File: src/rtl/neo_spike_detector.sv
// Spike detector for the NEO energy stream: an EMA noise floor, a scaled threshold and refractory blanking.
// Define NEO_DET_PEAK_EN to add the ABOVE state, which tracks each event's peak energy and reports it on Peak/Peak_valid.
module neo_spike_detector #(
  parameter int          AVG_SHIFT = 3,
  parameter int          THR_MULT  = 4,
  parameter logic [15:0] THR_MIN   = 16'd16,
  parameter int          WARMUP    = 8,
  parameter int          REFRACT   = 5
) (
  input  logic               clk,
  input  logic               rst,
  input  logic               Enable,
  input  logic signed [15:0] Data_in,
  output logic               Spike,
  output logic        [15:0] Threshold,
  output logic        [15:0] Spike_count,
  output logic        [15:0] Peak,
  output logic               Peak_valid
);

  localparam logic [1:0] ST_WARMUP  = 2'd0;
  localparam logic [1:0] ST_IDLE    = 2'd1;
`ifdef NEO_DET_PEAK_EN
  localparam logic [1:0] ST_ABOVE   = 2'd2;
`endif
  localparam logic [1:0] ST_REFRACT = 2'd3;

  localparam logic [7:0]  WARM_LAST = 8'(WARMUP - 1);
  localparam logic [15:0] RC_LOAD   = 16'(REFRACT);

  logic [1:0]  state_q, state_d;
  logic [14:0] avg_q, avg_d;
  logic [15:0] thr_q, thr_d;
  logic [7:0]  wc_q, wc_d;
  logic [15:0] rc_q, rc_d;
  logic [15:0] cnt_q, cnt_d;
  logic        spike_q, spike_d;
`ifdef NEO_DET_PEAK_EN
  logic [14:0] pk_q, pk_d;
  logic [15:0] peak_q, peak_d;
  logic        pv_q, pv_d;
`endif

  logic [14:0]        x;
  logic signed [16:0] diff;
  logic signed [16:0] step;
  logic signed [16:0] sum;
  logic [14:0]        avg_ema;
  logic               unused_sum_bits;
  logic [19:0]        prod;
  logic [15:0]        capped;
  logic               above;

  // Negative energy is clamped to zero, so everything downstream is unsigned 15-bit.
  assign x    = Data_in[15] ? 15'd0 : Data_in[14:0];
  assign diff = $signed({2'b00, x}) - $signed({2'b00, avg_q});
  assign step = diff >>> AVG_SHIFT;
  assign sum  = $signed({2'b00, avg_q}) + step;
  assign avg_ema = sum[14:0];
  assign unused_sum_bits = ^sum[16:15];

  assign prod   = {5'd0, avg_q} * 20'(THR_MULT);
  assign capped = (prod > 20'h07FFF) ? 16'h7FFF : prod[15:0];
  assign thr_d  = (capped < THR_MIN) ? THR_MIN : capped;

  assign above = {1'b0, x} > thr_q;

  always_comb begin
    state_d = state_q;
    avg_d   = avg_q;
    wc_d    = wc_q;
    rc_d    = rc_q;
    cnt_d   = cnt_q;
    spike_d = 1'b0;
`ifdef NEO_DET_PEAK_EN
    pk_d    = pk_q;
    peak_d  = peak_q;
    pv_d    = 1'b0;
`endif
    if (Enable) begin
      case (state_q)
        ST_WARMUP: begin
          avg_d = avg_ema;
          if (wc_q == WARM_LAST) begin
            wc_d    = 8'd0;
            state_d = ST_IDLE;
          end else begin
            wc_d = wc_q + 8'd1;
          end
        end
        ST_IDLE: begin
          // The detection sample never enters the floor estimate.
          if (above) begin
            spike_d = 1'b1;
            if (cnt_q != 16'hFFFF) cnt_d = cnt_q + 16'd1;
`ifdef NEO_DET_PEAK_EN
            pk_d    = x;
            state_d = ST_ABOVE;
`else
            if (REFRACT != 0) begin
              rc_d    = RC_LOAD;
              state_d = ST_REFRACT;
            end
`endif
          end else begin
            avg_d = avg_ema;
          end
        end
`ifdef NEO_DET_PEAK_EN
        ST_ABOVE: begin
          if (above) begin
            if (x > pk_q) pk_d = x;
          end else begin
            peak_d = {1'b0, pk_q};
            pv_d   = 1'b1;
            if (REFRACT != 0) begin
              rc_d    = RC_LOAD;
              state_d = ST_REFRACT;
            end else begin
              state_d = ST_IDLE;
            end
          end
        end
`endif
        ST_REFRACT: begin
          // The sample that finds rc at 1 is the last blanked one.
          avg_d = avg_ema;
          if (rc_q <= 16'd1) begin
            state_d = ST_IDLE;
          end else begin
            rc_d = rc_q - 16'd1;
          end
        end
        default: state_d = ST_WARMUP;
      endcase
    end
  end

  always_ff @(posedge clk or negedge rst) begin
    if (!rst) begin
      state_q <= ST_WARMUP;
      avg_q   <= 15'd0;
      thr_q   <= 16'd0;
      wc_q    <= 8'd0;
      rc_q    <= 16'd0;
      cnt_q   <= 16'd0;
      spike_q <= 1'b0;
    end else begin
      state_q <= state_d;
      avg_q   <= avg_d;
      thr_q   <= thr_d;
      wc_q    <= wc_d;
      rc_q    <= rc_d;
      cnt_q   <= cnt_d;
      spike_q <= spike_d;
    end
  end

`ifdef NEO_DET_PEAK_EN
  always_ff @(posedge clk or negedge rst) begin
    if (!rst) begin
      pk_q   <= 15'd0;
      peak_q <= 16'd0;
      pv_q   <= 1'b0;
    end else begin
      pk_q   <= pk_d;
      peak_q <= peak_d;
      pv_q   <= pv_d;
    end
  end

  assign Peak       = peak_q;
  assign Peak_valid = pv_q;
`else
  assign Peak       = 16'd0;
  assign Peak_valid = 1'b0;
`endif

  assign Spike       = spike_q;
  assign Threshold   = thr_q;
  assign Spike_count = cnt_q;

endmodule
File: config.mk
export PLATFORM = sky130hd
export DESIGN_NAME = neo_spike_detector
export DESIGN_NICKNAME = d
export VERILOG_FILES = /design/src/rtl/neo_spike_detector.sv
export SDC_FILE = /design/constraint.sdc
export NUM_CORES = 1
export LEC_CHECK = 0
export CORE_MARGIN = 1
export CORE_UTILIZATION = 60
export DETAILED_ROUTE_END_ITERATION = 8
export PLACE_DENSITY = 0.86
export SYNTH_ARGS = -nofsm -noshare
export SYNTH_HDL_FRONTEND = slang
export SYNTH_SLANG_ARGS = --single-unit
File: constraint.sdc
create_clock -name clk -period 5.76 [get_ports clk]
set_input_delay 1.44 -clock clk [delete_from_list [all_inputs] [get_ports clk]]
set_output_delay 1.44 -clock clk [all_outputs]
set_load 0.02 [all_outputs]
==> impl_summary.log <==
[metrics] result of the run: finished, final reports clean
[metrics] maximum net fanout on the critical path: 18
[metrics] buffering stage count on the worst path with inverters included: 4
[metrics] async set or reset register ratio after synthesis: 100%
[metrics] TritonCTS Sinks: 73
[metrics] number of cells traversed by the worst register-to-register path: 18
[metrics] CTS root buf: sky130_fd_sc_hd__clkbuf_8
[metrics] number of detailed-route iterations in the first pass: 5
[metrics] required time of the worst setup path: 6.01 ns
[metrics] leading area contributor after synthesis: sky130_fd_sc_hd__dfrtp_1
[metrics] setup repair after global routing missed its margin: false
[metrics] share of the clock period used by the worst path after layout: 95.4%
[metrics] quantity of I/O buffers inserted on ports: 51
[metrics] instance area after placement: 5660 um2
[metrics] overall routing resource usage: 29.9%
[metrics] Final Instance Area: 5880 um2
[metrics] global-route wire length before repair: 20,200 um
[metrics] Final ANT Viol Nets: 0
[metrics] maximum number of pins on one net before global-route repair: 66
[metrics] routed length per placed instance: 17.1 um
[metrics] number of hold-repair buffers added at the cts stage: 0
[metrics] synthesized area divided by synthesized cell count: 8.79 um2
[metrics] net switching component of the power: 1.52 mW
[metrics] cell with the largest stage delay on the worst path: sky130_fd_sc_hd__clkdlybuf4s50_1
[metrics] DR vias: 4,605
[metrics] register share of total power: 24.6%
[metrics] Clk pin slew, worst setup/hold paths: 0.09 ns
[metrics] internal power: 1.81 mW
[metrics] cell count after synthesis: 577
[metrics] critical path startpoint category: input pin
[metrics] std cell rows: 33
[metrics] vias in the first global route: 4,382
[metrics] die area: 8830 um2
[metrics] initial antenna violation count: 0
[metrics] path class of the lowest-slack min-delay path: reg2reg
[metrics] DRC violation total after the first TritonRoute iteration: 302
[metrics] number of distinct standard cells referenced by the synthesized netlist: 62
[metrics] slew of the pin with the lowest slew margin: 0.815 ns
[metrics] portion of total power attributed to combinational logic: 61.3%
[metrics] level count of the clock H-tree: 3
[metrics] Leakage: 2.71 nW
[metrics] routability congestion estimate from global placement: 0.980
[metrics] diode insertion count for antenna repair: 0
[metrics] number of synthesized flops with an enable pin: 0
[metrics] total wire length after detailed routing: 12,700 um
[metrics] Worst setup EP type: flip-flop
[metrics] switch share: 45.6%
[metrics] global route total overflow: 0
[metrics] signed area change from the synthesized netlist to the final layout: 16.0%
[metrics] buffers inserted during post-CTS setup optimization: 0
[metrics] final period demand of the worst path: 5.49 ns
[metrics] initial core utilization: 61.7%
[metrics] final core area utilization: 71.6%
[metrics] number of buffers on the longest clock path: 2
[metrics] Die W: 93.9 um
[metrics] #FFs+latches synth: 73
[metrics] origin of the worst min-delay path: Spike_count[11]
[metrics] commonest cells after routing, fill and taps aside: 73 x sky130_fd_sc_hd__dfrtp_1, 50 x sky130_fd_sc_hd__clkdlybuf4s50_1, 48 x sky130_fd_sc_hd__nand2_1, 47 x sky130_fd_sc_hd__o21ai_0, 44 x sky130_fd_sc_hd__nor2_1
[metrics] TritonCTS buffer count: 9
[metrics] post-cts resize count: 0
[metrics] reg2reg setup slack: 1.52 ns
[metrics] number of hold violations in the final report: 0
[metrics] vertical extent of the die: 93.9 um
[metrics] sequential-to-total area share from yosys stat: 36.0%
[metrics] Peak Freq: 182 MHz
[metrics] Peak supply drop: 278 uV
[metrics] cell area after technology mapping: 5070 um2
[metrics] Worst EP arrival: 5.74 ns
[metrics] total power per unit cell area: 567 nW/um2
[metrics] fin nets: 695
[metrics] total setup violations reported at the end of the flow: 0
[metrics] number of max-slew violations in the final report: 0
[metrics] number of warnings printed during yosys synthesis: 0
[metrics] core box area: 8220 um2
[metrics] clock group share of total power: 14.1%
[metrics] max_cap viols: 0
[metrics] drt via density: 6.19
[metrics] HPWL after detailed placement: 9280 um
[metrics] Reg2Reg Launch Point: avg_q[3]
[metrics] number of ports placed on the die boundary: 69
[metrics] cell depth of the worst hold path: 1
[metrics] CTS tree: done
[metrics] Max-Slew Margin vs Limit: 44.9%
[metrics] worst min-delay path endpoint: Spike_count[11]
[metrics] remaining design rule violation count: 0
[metrics] most common library cell in the layout ignoring fill and taps: sky130_fd_sc_hd__dfrtp_1
[metrics] largest cells by area after synthesis: sky130_fd_sc_hd__dfrtp_1 36%, sky130_fd_sc_hd__ha_1 10%, sky130_fd_sc_hd__xnor2_1 5.4%, sky130_fd_sc_hd__o21ai_0 4.6%, sky130_fd_sc_hd__nand2_1 3.6%
[metrics] top_reg_cell synth: sky130_fd_sc_hd__dfrtp_1
[metrics] Synth top area share: 36.0%
[metrics] clock tree skew after final layout: 0.0115 ns
[metrics] maximum cell stage delay along the critical path: 0.45 ns
[metrics] CP Cell Sequence: clkdlybuf4s50_1 -> buf_4 -> buf_4 -> nor2b_1 -> ha_1 -> a21oi_1 -> nor2b_1 -> a2111oi_0 -> buf_4 -> nor2_1 -> o21a_1 -> nor2_1 -> xnor2_1 -> ha_1 -> or2_2 -> a21oi_1 -> a31oi_1 -> a31oi_1 -> xnor2_1 -> nand2_1 -> xnor2_1
[metrics] worst-skew pair later-pin latency: 0.36 ns
[metrics] Worst path top cell family by delay: compound AO/OA/AOI/OAI gates
[metrics] ratio of cells with drive above 1 in the final layout: 6.89%
[metrics] category of the most critical setup path: in2reg
[metrics] capture point of the worst reg-to-reg path: avg_q[14]
## cells by family after synthesis
kind of cell               share of synthesized area [%]
DFF                                                 36.0
other                                             0.0739
xor gates and xnor gates                            6.91
muxes                                               1.26
adders and majority gates                           10.5
buffers and inverters                               6.19
and+or+nand+nor                                     21.5
AOI/OAI and AO/OA                                   17.6
## worst register-to-register path, delay by kind of cell (launching register included)
family,cells,cell delay (ns)
compound gates,8,1.95
fa+ha+maj,2,0.60
simple gates,4,0.57
xor+xnor,3,0.42
flops,1,0.40
buf+inv,1,0.18
## power by group through the flow
| stage | clock [mW] | combinational (mW) | sequential, mW |
|---|---|---|---|
| after floorplan | 0 | 1.47 | 0.821 |
| after global placement | 0 | 1.88 | 0.809 |
| after detailed placement | 0 | 1.97 | 0.819 |
| after CTS | 0.472 | 2.00 | 0.813 |
| after global routing | 0.495 | 2.25 | 0.836 |
| final | 0.469 | 2.04 | 0.822 |
## state kept, by name, summed over array words and instances (netlist names)
name	cells
Spike_count	16
avg_q	15
wc_q	8
state_q	2
rc_q	16
Spike	1
Threshold	15
## per-stage QoR
| step | instances | setup TNS, ns | power, mW | hold WS, ns | setup slack (ns) |
|---|---|---|---|---|---|
| floorplan | 594 | 0 | 2.29 | 0.449 | 0.356 |
| global placement | 728 | 0 | 2.69 | 0.466 | 0.0990 |
| detailed placement | 728 | -0.0263 | 2.79 | 0.488 | -0.0263 |
| CTS | 744 | 0 | 3.29 | 0.503 | 0.333 |
| global route | 744 | 0 | 3.58 | 0.518 | 0.0455 |
| finish | 744 | 0 | 3.33 | 0.502 | 0.267 |
## synthesized netlist by cell type, types with 3 or more instances
library cell	count
sky130_fd_sc_hd__a2111oi_0	3
sky130_fd_sc_hd__a21o_1	7
sky130_fd_sc_hd__a21oi_1	28
sky130_fd_sc_hd__a31oi_1	12
sky130_fd_sc_hd__and2_1	6
sky130_fd_sc_hd__and3_1	6
sky130_fd_sc_hd__buf_4	18
sky130_fd_sc_hd__clkbuf_1	9
sky130_fd_sc_hd__dfrtp_1	73
sky130_fd_sc_hd__ha_1	41
sky130_fd_sc_hd__inv_1	34
sky130_fd_sc_hd__mux2_2	3
sky130_fd_sc_hd__mux2i_1	3
sky130_fd_sc_hd__nand2_1	48
sky130_fd_sc_hd__nand2b_1	14
sky130_fd_sc_hd__nand3_1	27
sky130_fd_sc_hd__nand4_1	9
sky130_fd_sc_hd__nor2_1	44
sky130_fd_sc_hd__nor2b_1	17
sky130_fd_sc_hd__nor3_1	14
sky130_fd_sc_hd__nor3b_1	3
sky130_fd_sc_hd__nor4_1	4
sky130_fd_sc_hd__o21a_1	7
sky130_fd_sc_hd__o21ai_0	47
sky130_fd_sc_hd__o31ai_1	6
sky130_fd_sc_hd__o41ai_1	5
sky130_fd_sc_hd__or2_2	3
sky130_fd_sc_hd__or3_1	5
sky130_fd_sc_hd__or4_1	3
sky130_fd_sc_hd__xnor2_1	31
sky130_fd_sc_hd__xor2_1	9
## final cells by class
| cell class | instances | area (um2) |
|---|---|---|
| Clock buffer | 10 | 138 |
| Clock inverter | 6 | 90.1 |
| Fill cell | 573 | 2330 |
| Inverter | 35 | 131 |
| Multi-Input combinational cell | 456 | 3000 |
| Sequential cell | 73 | 1830 |
| Tap cell | 105 | 131 |
| Timing Repair Buffer | 59 | 566 |
## worst max-delay path by stage
stage | depth (start not counted) | slack [ns] | to | start
floorplan | 20 | 0.36 | avg_q[14] | Data_in[15]
global placement | 20 | 0.1 | avg_q[14] | Data_in[4]
detailed placement | 20 | -0.03 | avg_q[14] | Data_in[15]
CTS | 20 | 0.33 | avg_q[14] | Data_in[15]
global route | 19 | 0.05 | avg_q[14] | Data_in[15]
finish | 21 | 0.27 | avg_q[14] | Data_in[15]
## routing by layer
metal	wire (um)	share of wire, %	global-route usage (%)
met5	0	0	0
met2	6260	49	51.9
met1	5190	41	34.6
met4	576	4.5	18.3
met3	686	5.4	4.53
Note: power is estimated with default switching activity, not from simulation.
